$ cat config.mk
export PLATFORM = sky130hd
export DESIGN_NAME = pry2oht_arb
export DESIGN_NICKNAME = d
export VERILOG_FILES = /design/src/rtl/pry2oht_arb.sv
export SDC_FILE = /design/constraint.sdc
export NUM_CORES = 1
export LEC_CHECK = 0
export ABC_CLOCK_PERIOD_IN_PS = 11400
export BUFFER_PORTS_ARGS = -buffer_cell sky130_fd_sc_hd__clkbuf_2
export CORE_UTILIZATION = 60
export CTS_CLUSTER_SIZE = 12
export DETAILED_ROUTE_END_ITERATION = 6
export HOLD_SLACK_MARGIN = 0.03
export PLACE_DENSITY = 0.81
export SETUP_SLACK_MARGIN = 0.15
export SLEW_MARGIN = 20
export SYNTH_ARGS = -nofsm -noshare
export SYNTH_HDL_FRONTEND = slang
export SYNTH_HIERARCHICAL = 1
export SYNTH_SLANG_ARGS = --single-unit
$ cat constraint.sdc
create_clock -name clk -period 11.4 [get_ports clk]
set_clock_uncertainty 0.2 [all_clocks]
set_input_delay 1.14 -clock clk [delete_from_list [all_inputs] [get_ports clk]]
set_output_delay 1.14 -clock clk [all_outputs]
set_load 0.005 [all_outputs]
$ cat src/rtl/pry2oht_arb.sv
// Round-robin arbiter with registered one-hot grant and valid/ready handshake.
// Contains the priority-to-one-hot leaf (pry2oht_base), the recursive
// selection tree (pry2oht_tree) and the arbiter top (pry2oht_arb).

// Leaf: one-hot of the first set bit in scan order.
module pry2oht_base #(
  parameter int    WIDTH          = 2,
  parameter string DIRECTION      = "LSB",
  parameter int    IMPLEMENTATION = 0
) (
  input  logic [WIDTH-1:0] req,
  output logic [WIDTH-1:0] oht,
  output logic             any
);

  localparam bit MSB_FIRST = (DIRECTION == "MSB");

  assign any = |req;

  generate
    if (IMPLEMENTATION == 1) begin : g_arith
      // Two's-complement isolate-lowest-bit on a vector reordered so that
      // scan order always runs from bit 0 upward.
      logic [WIDTH-1:0] ord;
      logic [WIDTH-1:0] ord_oht;

      // Reorder the request into scan order.
      always_comb begin
        for (int i = 0; i < WIDTH; i++) begin
          ord[i] = MSB_FIRST ? req[WIDTH-1-i] : req[i];
        end
      end

      assign ord_oht = ord & (~ord + {{(WIDTH-1){1'b0}}, 1'b1});

      // Map the isolated bit back to requester indices.
      always_comb begin
        for (int i = 0; i < WIDTH; i++) begin
          oht[i] = MSB_FIRST ? ord_oht[WIDTH-1-i] : ord_oht[i];
        end
      end
    end else begin : g_scan
      logic found;

      // Linear priority scan; the first set bit in scan order wins.
      always_comb begin
        found = 1'b0;
        oht   = '0;
        if (MSB_FIRST) begin
          for (int i = WIDTH - 1; i >= 0; i--) begin
            if (req[i] && !found) begin
              oht[i] = 1'b1;
              found  = 1'b1;
            end
          end
        end else begin
          for (int i = 0; i < WIDTH; i++) begin
            if (req[i] && !found) begin
              oht[i] = 1'b1;
              found  = 1'b1;
            end
          end
        end
      end
    end
  endgenerate

endmodule

// Tree: splits the request into SPLIT groups, resolves each group
// recursively, then picks the winning group with a leaf of width SPLIT.
module pry2oht_tree #(
  parameter int    WIDTH          = 32,
  parameter int    SPLIT          = 2,
  parameter string DIRECTION      = "LSB",
  parameter int    IMPLEMENTATION = 0
) (
  input  logic [WIDTH-1:0] req,
  output logic [WIDTH-1:0] oht,
  output logic             any
);

  generate
    if (WIDTH <= SPLIT) begin : g_leaf
      pry2oht_base #(
        .WIDTH          (WIDTH),
        .DIRECTION      (DIRECTION),
        .IMPLEMENTATION (IMPLEMENTATION)
      ) u_base (
        .req (req),
        .oht (oht),
        .any (any)
      );
    end else begin : g_node
      localparam int SUB = WIDTH / SPLIT;

      logic [SPLIT-1:0] grp_any;
      logic [SPLIT-1:0] grp_oht;
      logic [WIDTH-1:0] sub_oht;

      for (genvar k = 0; k < SPLIT; k++) begin : g_sub
        pry2oht_tree #(
          .WIDTH          (SUB),
          .SPLIT          (SPLIT),
          .DIRECTION      (DIRECTION),
          .IMPLEMENTATION (IMPLEMENTATION)
        ) u_sub (
          .req (req[k*SUB +: SUB]),
          .oht (sub_oht[k*SUB +: SUB]),
          .any (grp_any[k])
        );

        // Only the winning group's local one-hot survives.
        assign oht[k*SUB +: SUB] = sub_oht[k*SUB +: SUB] & {SUB{grp_oht[k]}};
      end

      pry2oht_base #(
        .WIDTH          (SPLIT),
        .DIRECTION      (DIRECTION),
        .IMPLEMENTATION (IMPLEMENTATION)
      ) u_grp (
        .req (grp_any),
        .oht (grp_oht),
        .any (any)
      );
    end
  endgenerate

endmodule

// Arbiter top: rotating pointer, registered grant, stall and optional lock.
module pry2oht_arb #(
  parameter int    WIDTH          = 32,
  parameter int    SPLIT          = 2,
  parameter string DIRECTION      = "LSB",
  parameter bit    LOCK           = 1'b0,
  parameter int    IMPLEMENTATION = 0
) (
  input  logic             clk,
  input  logic             rst_n,
  input  logic [WIDTH-1:0] req,
  output logic [WIDTH-1:0] gnt,
  output logic             vld,
  input  logic             rdy,
  input  logic             lst
);

  localparam bit MSB_FIRST = (DIRECTION == "MSB");

  // Pointer parks on the last index in scan order so the first grant after
  // reset goes to the first requester in scan order.
  function automatic logic [WIDTH-1:0] ptr_reset_value();
    logic [WIDTH-1:0] r;
    r = '0;
    if (MSB_FIRST) r[0] = 1'b1;
    else           r[WIDTH-1] = 1'b1;
    return r;
  endfunction

  localparam logic [WIDTH-1:0] PTR_RST = ptr_reset_value();

  typedef enum logic {IDLE = 1'b0, GRANT = 1'b1} state_t;

  state_t           state_p0, state_n;
  logic [WIDTH-1:0] gnt_p0,   gnt_n;
  logic [WIDTH-1:0] ptr_p0,   ptr_n;
  logic             vld_p0,   vld_n;

  logic [WIDTH-1:0] ptr_eff;
  logic [WIDTH-1:0] msk;
  logic [WIDTH-1:0] oht_msk, oht_req, sel;
  logic             any_msk, any_req;
  logic             seen;
  logic             xfer;
  logic             release_beat;

  // While a grant is outstanding the current grant is the pointer for the
  // next selection, which makes back-to-back grants rotate without a bubble.
  assign ptr_eff = (state_p0 == GRANT) ? gnt_p0 : ptr_p0;

  // Keep only requests strictly after the pointer in scan order.
  always_comb begin
    seen = 1'b0;
    msk  = '0;
    if (MSB_FIRST) begin
      for (int i = WIDTH - 1; i >= 0; i--) begin
        msk[i] = req[i] & seen;
        seen   = seen | ptr_eff[i];
      end
    end else begin
      for (int i = 0; i < WIDTH; i++) begin
        msk[i] = req[i] & seen;
        seen   = seen | ptr_eff[i];
      end
    end
  end

  pry2oht_tree #(
    .WIDTH          (WIDTH),
    .SPLIT          (SPLIT),
    .DIRECTION      (DIRECTION),
    .IMPLEMENTATION (IMPLEMENTATION)
  ) u_tree_msk (
    .req (msk),
    .oht (oht_msk),
    .any (any_msk)
  );

  pry2oht_tree #(
    .WIDTH          (WIDTH),
    .SPLIT          (SPLIT),
    .DIRECTION      (DIRECTION),
    .IMPLEMENTATION (IMPLEMENTATION)
  ) u_tree_req (
    .req (req),
    .oht (oht_req),
    .any (any_req)
  );

  // Masked winner if any, otherwise wrap around to the unmasked winner.
  assign sel = any_msk ? oht_msk : oht_req;

  assign xfer         = vld_p0 & rdy;
  assign release_beat = !LOCK || lst;

  // Next-state and next-grant decision.
  always_comb begin
    state_n = state_p0;
    gnt_n   = gnt_p0;
    vld_n   = vld_p0;
    ptr_n   = ptr_p0;
    case (state_p0)
      IDLE: begin
        if (any_req) begin
          gnt_n   = sel;
          vld_n   = 1'b1;
          state_n = GRANT;
        end
      end
      GRANT: begin
        // A stall or a locked beat leaves grant and pointer untouched.
        if (xfer && release_beat) begin
          ptr_n = gnt_p0;
          if (any_req) begin
            gnt_n = sel;
          end else begin
            gnt_n   = '0;
            vld_n   = 1'b0;
            state_n = IDLE;
          end
        end
      end
      default: begin
        state_n = IDLE;
        gnt_n   = '0;
        vld_n   = 1'b0;
      end
    endcase
  end

  // Registered grant stage; reset clears outputs immediately and drops any lock.
  always_ff @(posedge clk or negedge rst_n) begin
    if (!rst_n) begin
      state_p0 <= IDLE;
      gnt_p0   <= '0;
      vld_p0   <= 1'b0;
      ptr_p0   <= PTR_RST;
    end else begin
      state_p0 <= state_n;
      gnt_p0   <= gnt_n;
      vld_p0   <= vld_n;
      ptr_p0   <= ptr_n;
    end
  end

  assign gnt = gnt_p0;
  assign vld = vld_p0;

`ifndef SYNTHESIS
  a_gnt_onehot : assert property (@(posedge clk) disable iff (!rst_n)
    vld_p0 |-> $onehot(gnt_p0));

  a_gnt_zero_idle : assert property (@(posedge clk) disable iff (!rst_n)
    !vld_p0 |-> (gnt_p0 == '0));

  a_gnt_stable_stall : assert property (@(posedge clk) disable iff (!rst_n)
    (vld_p0 && !rdy) |=> $stable(gnt_p0));

`ifdef PRY2OHT_ARB_CHECK_REQ_HOLD
  // Opt-in: some integrations retract requests while stalled on purpose.
  a_req_held : assert property (@(posedge clk) disable iff (!rst_n)
    (vld_p0 && !rdy) |-> ((req & gnt_p0) == gnt_p0));
`endif

  if (!LOCK) begin : g_fair
    int unsigned wait_cnt [WIDTH];

    // Count transfers that went elsewhere while a requester kept asking.
    always_ff @(posedge clk or negedge rst_n) begin
      if (!rst_n) begin
        for (int i = 0; i < WIDTH; i++) wait_cnt[i] <= 0;
      end else begin
        for (int i = 0; i < WIDTH; i++) begin
          if (!req[i] || (xfer && gnt_p0[i])) wait_cnt[i] <= 0;
          else if (xfer)                      wait_cnt[i] <= wait_cnt[i] + 1;
        end
      end
    end

    for (genvar g = 0; g < WIDTH; g++) begin : g_fair_chk
      a_fair : assert property (@(posedge clk) disable iff (!rst_n)
        wait_cnt[g] < WIDTH);
    end
  end
`endif

endmodule

==> summary.txt <==
Die Ht: 105.5 um
R2R depth: 12
CTS Root Cell: clkbuf_8
Int Pwr: 0.4813 mW
Worst setup EP type: flop
Worst Hold Class: flop to flop
Area Growth Syn to Fin: 1.909%
Post-DP HPWL: 9756 um
CTS Buffer Depth: 2
Setup Viol. Count Final: 0
Clock transition at path regs: 70 ps
Worst flop-to-flop path endpoint: gnt[29]$_DFFE_PN0P_
Initial Utilization: 0.6193
Vias in the first global route: 4,768
Routed vias/inst: 5.419
Synth warnings: 6
Worst Tran Pin Value: 1056 ps
Post-synth EDFFs: 0
Num CTS Buffers: 9
Sequential power share: 0.309
Mapped Cells: 774
Largest net degree at the start of global routing: 66
Hold Buf Count CTS: 0
Largest family of logic cells by synthesized area: simple AND/OR/NAND/NOR gates
Crit path largest cell delay: 740 ps
H-tree Lvls: 3
Max frequency: 174.7 MHz
Delay-heaviest family, CP: simple AND/OR/NAND/NOR gates
Net Sw Power: 0.2992 mW
Leading area contributor after synthesis: dfrtp_1
Worst vdd ir: 0.0001021 V
Fill cell count: 920
Hold EP: ptr_p0[5]$_DFFE_PN0P_
Crit path launch type: flop
Hold path depth: 1
N_diodes: 0
Initial antenna violation count: 0
Avg WL per Cell: 14.23 um
Final Cycle Share: 0.5021
DR iter-0 viols: 200
Switching Share: 0.3834
CTS-repair resized insts: 0
Layout Nets: 808
Routed Antenna Nets: 0
Mapped Area: 6422 um2
Minimum clock period: 5724 ps
Worst EP required: 11,360 ps
FF-to-FF Start: state_p0$_DFF_PN0_
Vias: 4,937
# Post-CTS Setup Buffers: 0
CORE AREA: 10,370 um2
Comb pwr share: 0.451
List of most frequent post-synthesis cells: 210 x and2_1, 65 x dfrtp_1, 65 x nor2b_1
Max_slew headroom: 0.2961
Drt drc: 0
Layout cells sized above 1: 0.2297
#FFs+latches synth: 65
Port bufs: 67
Compound-gate portion of the synthesized area: 0.07072
Crit Path Category: flop to flop
Worst reg-to-reg setup slack: 5680 ps
Top cell by count, worst path: or2_1
Worst hold start: ptr_p0[5]$_DFFE_PN0P_
Buffers & Inverters on Critical Path: 1
# clock sinks: 65
CTS tree: yes
CP max stage cell: and4_1
Die area: 11,120 um2
DRT Pass-1 Iters: 5
Top cell type's share of synthesized area: 0.2533
Fraction of registers with async set/reset: 1.000
Leak pwr: 3.355 nW
Avg Inst Size Synth: 8.298 um2
Std-Cell Rows: 37
Sequential fraction of the synthesis area: 0.2533
Final wirelength: 12,960 um
Simple-gate share of the synthesized area: 0.4463
First-pass GRT wire length: 21,860 um
GP Congestion: 0.8346
DIE WIDTH: 105.5 um
Max Cap Viol: 0
Pwr Total: 0.7805 mW
Status: finished, final reports clean
GRT Util Overall: 0.2437
Clk_lat worst skew: 330 ps
CP max FO: 36
Fraction of synthesized area in multiplexers: 0.1268
Unique masters post-synth: 45
CP Cell Sequence: buf_4 > or3_1 > a222oi_1 > and4_1 > a21boi_0 > or2_1 > or2_1 > or2_1 > or2_1 > or2_2 > mux2i_1 > o21ai_0
Top FF cell, synth: dfrtp_1
RSZ-0062 raised after global routing: no
Grt ovf: 0
Arrival time at the worst endpoint: 5690 ps
Clock power frac: 0.240
Pwr/cell area: 119.3 nW/um2
TNS Setup: 0 ps
I/O pin total: 69
Post-Synth XOR/XNOR Area: 0
Final hold vios: 0
Count leader, synth: and2_1
Max Slew Vio Count: 0
Synth area leaders: dfrtp_1 25%, and2_1 20%, buf_4 7.4%, mux2i_1 6.5%, nor2b_1 6.3%
Post-synthesis adder-cell area fraction: 0
[placed cells by master, fill, tap and decap left out, types with 2 or more instances in the layout]
master / Yosys / layout
mux2i_1: 42 / 42
or3_1: 5 / 5
clkbuf_8: 0 / 10
clkbuf_2: 0 / 67
a31oi_1: 6 / 6
nand3_1: 3 / 3
o21a_1: 7 / 7
a41oi_1: 4 / 4
dfrtp_1: 65 / 65
or3b_2: 2 / 2
nor2b_1: 65 / 65
a21boi_0: 6 / 6
nor3_1: 9 / 9
and2_1: 210 / 210
and2_2: 52 / 52
o22a_1: 2 / 2
o31ai_1: 2 / 2
or2_1: 62 / 61
nor2_1: 5 / 5
conb_1: 1 / 3
o21ai_0: 33 / 33
inv_1: 13 / 13
a21oi_1: 2 / 2
nor3b_1: 6 / 6
mux2_2: 35 / 35
or2_2: 1 / 2
buf_4: 63 / 4
nand2_1: 35 / 35
[kinds of logic after synthesis]
kind of cell | after synthesis
AOI/OAI and AO/OA | 70
buffers and inverters | 99
DFF | 65
muxes | 77
other | 1
and+or+nand+nor | 462
[how the worst max path moves through the flow]
stage | to | depth (start not counted) | startpoint | slack, ps
global placement | gnt[11]$_DFFE_PN0P_ | 12 | state_p0$_DFF_PN0_ | 5980
global route | gnt[29]$_DFFE_PN0P_ | 12 | state_p0$_DFF_PN0_ | 5380
finish | gnt[29]$_DFFE_PN0P_ | 12 | state_p0$_DFF_PN0_ | 5680
floorplan | gnt[12]$_DFFE_PN0P_ | 16 | state_p0$_DFF_PN0_ | 7120
CTS | gnt[29]$_DFFE_PN0P_ | 12 | state_p0$_DFF_PN0_ | 5730
detailed placement | gnt[29]$_DFFE_PN0P_ | 12 | state_p0$_DFF_PN0_ | 5770
[sequential cells by signal, summed over array words and instances (netlist names)]
register and cells:
ptr_p0 31, gnt 32, state_p0 1, vld 1
[per-stage QoR]
| step | worst slack, ps | util | hold WS [ps] | area, um2 | instances |
|---|---|---|---|---|---|
| CTS | 5725 | 0.6312 | 304.4 | 6545 | 911 |
| finish | 5677 | 0.6312 | 303.7 | 6545 | 911 |
| detailed placement | 5769 | 0.6134 | 289.4 | 6361 | 897 |
| global placement | 5983 | 0.6134 | 280.4 | 6361 | 897 |
| global route | 5377 | 0.6312 | 313.8 | 6545 | 911 |
| floorplan | 7124 | - | 270.1 | 6430 | 776 |
[final cells by class]
class | count | area [um2] | share of cell area
clock inverter | 3 | 42.54 | 0.006500
tap | 136 | 170.2 | 0.02600
multi-input combinational | 612 | 4150 | 0.6341
clock buffer | 11 | 141.4 | 0.02160
timing repair buffer | 71 | 365.4 | 0.05582
inverter | 13 | 48.80 | 0.007456
sequential | 65 | 1627 | 0.2485
[per-layer routing]
layer  share of wire  wire length, um  track usage
met1            0.44             5751       0.3111
met5               0                0            0
met3           0.042              546      0.04762
met2            0.51             6580       0.4276
met4          0.0063               82      0.04930
[power by group through the flow]
stage | logic [mW] | registers [mW] | clock network, mW
after global routing | 0.389 | 0.242 | 0.201
final | 0.352 | 0.241 | 0.187
after global placement | 0.324 | 0.245 | 0
after detailed placement | 0.344 | 0.245 | 0
after CTS | 0.350 | 0.241 | 0.191
after floorplan | 0.347 | 0.244 | 0
No activity file was read; power rests on OpenSTA's default activity.
